<file path="src/rtl/seq_det_pkg.sv">
// Shared constants and fill-state encodings for the serial pattern detector.
package seq_det_pkg;

    localparam int SEQ_DET_DEF_LEN = 4;
    localparam logic [SEQ_DET_DEF_LEN-1:0] SEQ_DET_DEF_PATTERN = 4'b1001;

    localparam int SEQ_DET_N_MIN  = 2;
    localparam int SEQ_DET_N_MAX  = 16;
    localparam int SEQ_DET_CW_MIN = 1;
    localparam int SEQ_DET_CW_MAX = 16;

    typedef enum logic {
        FILLING = 1'b0,
        ARMED   = 1'b1
    } fill_state_e;

endpackage

</file>
<file path="src/rtl/seq_det_hist.sv">
// History shift register and fill tracking; exports the post-shift window
// and whether that window would hold N valid bits.
module seq_det_hist
    import seq_det_pkg::*;
#(
    parameter int N = SEQ_DET_DEF_LEN
) (
    input  logic         clk,
    input  logic         reset,
    input  logic         en,
    input  logic         clear,
    input  logic         w,
    input  logic         restart,
    output logic [N-1:0] window,
    output logic         armed
);

    localparam int FW = $clog2(N + 1);
    localparam logic [FW-1:0] FULL = FW'(N);

    logic [N-1:0]  hist;
    logic [FW-1:0] fill;
    logic [FW-1:0] fill_adv;
    fill_state_e   state;

    // NOTE: every output of an always_comb gets a value on every path, so no latches.
    always_comb begin
        state    = (fill == FULL) ? ARMED : FILLING;
        fill_adv = (state == ARMED) ? FULL : fill + 1'b1;
        window   = {hist[N-2:0], w};
        armed    = (fill_adv == FULL);
    end

    // NOTE: state registers use non-blocking assignments so all flops update together.
    always_ff @(posedge clk or posedge reset) begin
        if (reset) begin
            hist <= '0;
            fill <= '0;
        end else if (clear) begin
            hist <= '0;
            fill <= '0;
        end else if (en) begin
            hist <= window;
            // A non-overlapping match discards the window; hist keeps shifting regardless.
            fill <= restart ? '0 : fill_adv;
        end
    end

endmodule

</file>
<file path="src/rtl/seq_pattern_detector.sv">
// Parametrised serial pattern detector with registered one-cycle match pulse.
// Define SEQDET_COUNT_EN to add the saturating match_count output.
module seq_pattern_detector
    import seq_det_pkg::*;
#(
    parameter int           N       = SEQ_DET_DEF_LEN,
    parameter logic [N-1:0] PATTERN = N'(SEQ_DET_DEF_PATTERN),
    parameter bit           OVERLAP = 1'b1,
    parameter int           CW      = 8
) (
    input  logic          clk,
    input  logic          reset,
    input  logic          en,
    input  logic          clear,
    input  logic          w,
`ifdef SEQDET_COUNT_EN
    output logic [CW-1:0] match_count,
`endif
    output logic          z
);

    localparam bit PARAMS_OK = (N >= SEQ_DET_N_MIN) && (N <= SEQ_DET_N_MAX) &&
                               (CW >= SEQ_DET_CW_MIN) && (CW <= SEQ_DET_CW_MAX);

    // Legal range: N in 2..16, CW in 1..16; no logic depends on this block.
    if (!PARAMS_OK) begin : g_param_range_violation
    end

    logic [N-1:0] window;
    logic         armed;
    logic         match;
    logic         restart;

    always_comb begin
        match   = en && !clear && armed && (window == PATTERN);
        restart = match && (OVERLAP == 1'b0);
    end

    seq_det_hist #(
        .N(N)
    ) u_hist (
        .clk    (clk),
        .reset  (reset),
        .en     (en),
        .clear  (clear),
        .w      (w),
        .restart(restart),
        .window (window),
        .armed  (armed)
    );

    // match already folds in en and clear, so stalls and clears force z low.
    always_ff @(posedge clk or posedge reset) begin
        if (reset) begin
            z <= 1'b0;
        end else begin
            z <= match;
        end
    end

`ifdef SEQDET_COUNT_EN
    localparam logic [CW-1:0] CNT_MAX = '1;

    always_ff @(posedge clk or posedge reset) begin
        if (reset) begin
            match_count <= '0;
        end else if (clear) begin
            match_count <= '0;
        end else if (match && (match_count != CNT_MAX)) begin
            match_count <= match_count + 1'b1;
        end
    end
`endif

endmodule

</file>
<file path="config.mk">
export PLATFORM = sky130hd
export DESIGN_NAME = seq_pattern_detector
export DESIGN_NICKNAME = d
export VERILOG_FILES = /design/src/rtl/seq_det_pkg.sv /design/src/rtl/seq_det_hist.sv /design/src/rtl/seq_pattern_detector.sv
export SDC_FILE = /design/constraint.sdc
export NUM_CORES = 1
export LEC_CHECK = 0
export ABC_AREA = 1
export CORE_AREA = 2 2 39 41
export CTS_CLUSTER_DIAMETER = 120
export DETAILED_ROUTE_END_ITERATION = 16
export DIE_AREA = 0 0 41 43
export PLACE_DENSITY = 0.43
export SYNTH_ARGS = -nofsm -noshare
export SYNTH_HDL_FRONTEND = slang
export SYNTH_SLANG_ARGS = --single-unit
</file>
<file path="constraint.sdc">
create_clock -name clk -period 1.3 [get_ports clk]
set_input_delay 0.13 -clock clk [delete_from_list [all_inputs] [get_ports clk]]
set_output_delay 0.13 -clock clk [all_outputs]
set_load 0.1 [all_outputs]
</file>
# After elaboration in Yosys (flattened, before gate mapping)
# Index checks and enable logic that the tools add are counted.
# Widths: inputs -> output; s select.
# word_totals
register_bits	7
input_bits	5
out_inout_bits	1
word_cells	18
# op_classes
addsub	1
eq_ne	3
n_mux	6
n_reduce_logical	5
# ops
cell	n
$mux 3	5
$eq 3x3->1 const B	2
$eq 4x4->1 const B	1
$add 3x1->3 const B	1
$logic_and 1x1->1	3
$reduce_bool 2->1	1
$logic_not 1->1	1
$mux 1	1

# Depth between registers and ports, before layout
# depth
ltp_word	6
depth_mapped	7
ltp_nobuf	7

# By module
# From an unflattened synthesis, not the netlist that was laid out.
# hier_totals
hier_cells	53
hier_area_um2	389.1
# modules_own_cells
module	n_inst	cells_each	area_each_um2	seq_area_each_um2
seq_det_hist	1	41	322.8	150.1
seq_pattern_detector	1	12	66.3	25.0

# Least setup slack after synthesis
# No wires, ideal clock.
# synth_path
kind	register to register
startpoint	register u_hist.fill[0]
endpoint	register z
setup_time_ns	0.069
arrival_ns	0.978
t_required_ns	1.231
path_slack_ns	0.253
stages_incl_launch_ff	8
path_buffers	0
synth_period_minus_slack_ns	1.047
path_cell_list	dfrtp_1 > inv_1 > ha_1 > inv_1 > nand2_1 > nor2_1 > nand3_1 > nor2_2
# synth_via
elab_chain_len	6
word_cells_on_any_way	7
cone_classes	add/sub (1); eq/ne (2); mux (2); reduce/logical (2)
# synth_rtl
item	line_no	source
start, declared	seq_det_hist.sv:22	logic [FW-1:0] fill;
start signal, assigned	seq_det_hist.sv:45	fill <= restart ? '0 : fill_adv;
parallel branches: the longest is 2 deep, another holds $add 3x1->3	n/a	
$mux 3 (*)	seq_det_hist.sv:29	fill_adv = (state == ARMED) ? FULL : fill + 1'b1;
$eq 3x3->1 (*)	seq_det_hist.sv:31	armed = (fill_adv == FULL);
$logic_and 1x1->1 (*) (2 in a row)	seq_pattern_detector.sv:35	match = en && !clear && armed && (window == PATTERN);
net match	seq_pattern_detector.sv:31	logic match;
end signal, assigned	seq_pattern_detector.sv:57	z <= match;
end, declared	seq_pattern_detector.sv:19	output logic z
# Mark *: on every way through the listed nets, which the timed path passes.
# A chain may end at the register's enable or synchronous reset.

# Final worst setup path
# Same ends and word-level chain as after synthesis.

==> impl_results.rst <==
.. list-table::
   :header-rows: 1

   * - Metric
     - Value
   * - Max Freq
     - 0.895 GHz
   * - Sequential area share after synthesis
     - 0.511
   * - H-tree depth
     - 1
   * - Worst-path cell with the longest stage delay
     - sky130_fd_sc_hd__dfrtp_1
   * - Pre-antenna DRT Iters
     - 2
   * - Post-route DRC violation count
     - 0
   * - Max_slew headroom
     - 0.829
   * - Count of cell types in the netlist
     - 11
   * - Result of the run
     - complete, no violations
   * - Worst Clk Skew
     - ~0.0037 ns
   * - Global route overflow
     - 0
   * - CP Capture Point
     - z
   * - Signed area change from the synthesized netlist to the final layout
     - 31.0%
   * - RSZ-0062 raised after global routing
     - false
   * - GR Layer Usage met1
     - 0.106
   * - Synthesized area per cell
     - approximately 8.6 µm²
   * - Fraction of met3 tracks used by global routing
     - 0.0157
   * - Critical path class
     - reg2reg
   * - Number of non-filler instances in the completed layout
     - 65
   * - Layout net count
     - 57
   * - Clock buffer depth
     - 2
   * - Cell chain of the critical path
     - inv_1, ha_1, inv_1, nand2_1, nor2_1, nand3_1, nor2_2
   * - Routing usage on met2
     - 0.119
   * - Capturing point of the worst reg2reg path
     - z
   * - Startpoint type of the worst setup path
     - flip-flop
   * - Initial antenna violation count
     - 0
   * - Clock transition at the registers of the reported paths
     - around 0.050 ns
   * - Vias in the first global route
     - 245
   * - Global-route wire length before repair
     - 972 µm
   * - Clock period minus final worst setup slack
     - 1.12 ns
   * - CTS sink cnt
     - 7
   * - Count of cell instances traversed by the critical path
     - 7
   * - Core region area
     - 1380 µm²
   * - Placed insts
     - 61
   * - TritonCTS clock tree
     - yes
   * - Total wire length after detailed routing
     - 576 µm
   * - Arrival time of the worst setup path
     - 1.30 ns
   * - Routed wirelength normalized by instance count
     - 8.86 µm
   * - Synthesized instance count
     - 40
   * - Number of warnings issued by yosys
     - 0
   * - CTS buffer count
     - 3
   * - Endpoints failing setup
     - 0
   * - Leakage component of the power
     - 0.221 nW
   * - Post-route setup TNS
     - 0 ns
   * - Worst reg2reg setup slack
     - ~0.18 ns
   * - Global router's overall resource usage
     - 0.0921
   * - Number of diodes added for antenna fixing
     - 0
   * - Max-slew violation count
     - 0
   * - Busiest grt layer
     - met4
   * - Launching element of the worst setup path
     - u_hist.fill[0]
   * - Peak supply drop
     - 0.000313 V
   * - Total design power
     - roughly 490 µW
   * - Total of buffers placed on input and output ports
     - 5
   * - Vias per Instance
     - 4.12
   * - Total of flip-flops plus latches after synthesis
     - 7
   * - Clock root cell
     - sky130_fd_sc_hd__clkbuf_4
   * - Buffers & Inverters on Critical Path
     - 2
   * - Clock latency reported for the late side of the worst-skew pair
     - 0.25 ns
   * - Worst Hold Class
     - in2async
   * - Number of maximum-capacitance constraint violations
     - 0
   * - Fraction of layout cells with a size suffix above 1
     - 0.184
   * - Power density cells
     - roughly 1100 nW/µm²
   * - Die width
     - approximately 40 µm
   * - Actual slew at the worst max-slew pin
     - between 0.2 and 0.3 ns
   * - Sum of net half-perimeters after detailed placement
     - 483 µm
   * - Total of hold buffers inserted after clock tree synthesis
     - 0
   * - Drt initial violations
     - 4
   * - Starting density of the core
     - 0.248
   * - Die Height
     - between 40 and 50 µm
   * - CP most frequent cell
     - sky130_fd_sc_hd__inv_1
   * - Area enclosed by the die boundary
     - 1760 µm²
   * - Post-Syn Area
     - about 340 µm²
   * - Number of vias after detailed routing
     - 268
   * - Count of boundary I/O pins
     - 6
   * - Data required time of the critical path
     - 1.48 ns
   * - Post-route antenna net violation count
     - 0
   * - Top fanout value on the critical path
     - 3
   * - Worst setup EP type
     - flip-flop
   * - Count of cells resized by post-cts repair
     - 0
   * - Final worst path period share
     - 0.860
   * - Worst Reg2Reg Path Length in Cells
     - 7
   * - Post-CTS setup repair buffer count
     - 0
   * - Reg2reg start
     - u_hist.fill[0]
   * - Placer Congestion
     - between 0.6 and 0.7
   * - Net count of the mapped netlist
     - 47
   * - Pin count of the biggest net entering global routing
     - 8
   * - Delay of the slowest cell on the worst path
     - 0.37 ns
   * - Hold Vio Cnt, Final
     - 0
   * - Gate family responsible for the most delay along the worst path
     - flip-flops
   * - Number of cell rows
     - 14
==> flip-flops by register name, summed over array words and instances (netlist names) <==
signal / cells
u_hist.hist: 3
z: 1
u_hist.fill: 3
==> worst reg2reg max path: stages (launching register included) <==
cell,delay [ns]
sky130_fd_sc_hd__dfrtp_1,0.37
sky130_fd_sc_hd__inv_1,0.09
sky130_fd_sc_hd__ha_1,0.23
sky130_fd_sc_hd__inv_1,0.07
sky130_fd_sc_hd__nand2_1,0.05
sky130_fd_sc_hd__nor2_1,0.08
sky130_fd_sc_hd__nand3_1,0.08
sky130_fd_sc_hd__nor2_2,0.09
==> synth_stat cells <==
master | count | area share
sky130_fd_sc_hd__inv_1 | 9 | 0.099
sky130_fd_sc_hd__dfrtp_1 | 7 | 0.51
sky130_fd_sc_hd__nand2_1 | 5 | 0.055
sky130_fd_sc_hd__nand3_1 | 4 | 0.058
sky130_fd_sc_hd__o22ai_1 | 4 | 0.073
sky130_fd_sc_hd__nor2_1 | 3 | 0.033
sky130_fd_sc_hd__ha_1 | 2 | 0.073
sky130_fd_sc_hd__nand2_2 | 2 | 0.036
sky130_fd_sc_hd__nor2_2 | 2 | 0.036
sky130_fd_sc_hd__inv_2 | 1 | 0.011
sky130_fd_sc_hd__o21ai_1 | 1 | 0.015
==> worst min path at each step <==
stage                           to  slack (ns)  cells past startpoint
floorplan           u_hist.fill[0]       -0.07                      1
global placement    u_hist.hist[2]        0.39                      2
detailed placement  u_hist.fill[1]        0.39                      2
CTS                 u_hist.fill[1]        0.13                      2
global route        u_hist.fill[0]        0.14                      2
finish              u_hist.hist[0]        0.11                      2
==> final cells by class <==
class,instances,area (µm²)
clock buffer,4,26.3
tap,16,20.0
multi-input combinational,23,130
timing repair buffer,5,60.1
sequential,7,175
inverter,10,37.5
fill,143,935
==> layer usage <==
layer | part of all wire | vias to the layer above
met3 | 0.010 | 0
met5 | 0 | -
met4 | 0 | 0
met2 | 0.53 | 2
met1 | 0.46 | 124
li1 | - | 142
==> per-stage QoR <==
step           hold slack, ns  setup WS (ns)   util  area [µm²]
6_report                0.112          0.182  0.325         449
2_1_floorplan         -0.0666          0.253      -         343
3_3_place_gp            0.394          0.179  0.306         423
5_1_grt                 0.145         0.0294  0.325         449
3_5_place_dp            0.393          0.174  0.306         423
4_1_cts                 0.125          0.162  0.325         449
==> kinds of logic after synthesis <==
group | after synthesis | share of synthesized area
simple gates | 16 | 0.219
fa+ha+maj | 2 | 0.0730
flops | 7 | 0.511
buf+inv | 10 | 0.109
compound gates | 5 | 0.0876
==> power breakdown <==
| part | internal [mW] | switching (mW) | leakage [nW] |
|---|---|---|---|
| sequential | 0.227 | 0.00450 | 0.0954 |
| combinational | 0.0255 | 0.0331 | 0.111 |
| clock | 0.117 | 0.0785 | 0.0150 |
==> cells in the final DEF, fill, tap and decap left out <==
master                            count
sky130_fd_sc_hd__inv_2                1
sky130_fd_sc_hd__inv_1                9
sky130_fd_sc_hd__dfrtp_1              7
sky130_fd_sc_hd__o22ai_1              4
sky130_fd_sc_hd__clkbuf_4             3
sky130_fd_sc_hd__buf_12               1
sky130_fd_sc_hd__clkdlybuf4s50_1      4
sky130_fd_sc_hd__nand2_2              2
sky130_fd_sc_hd__nor2_1               3
sky130_fd_sc_hd__clkbuf_1             1
sky130_fd_sc_hd__nor2_2               2
sky130_fd_sc_hd__o21ai_1              1
sky130_fd_sc_hd__nand2_1              5
sky130_fd_sc_hd__ha_1                 2
sky130_fd_sc_hd__nand3_1              4
Note: power is estimated with default switching activity, not from simulation.
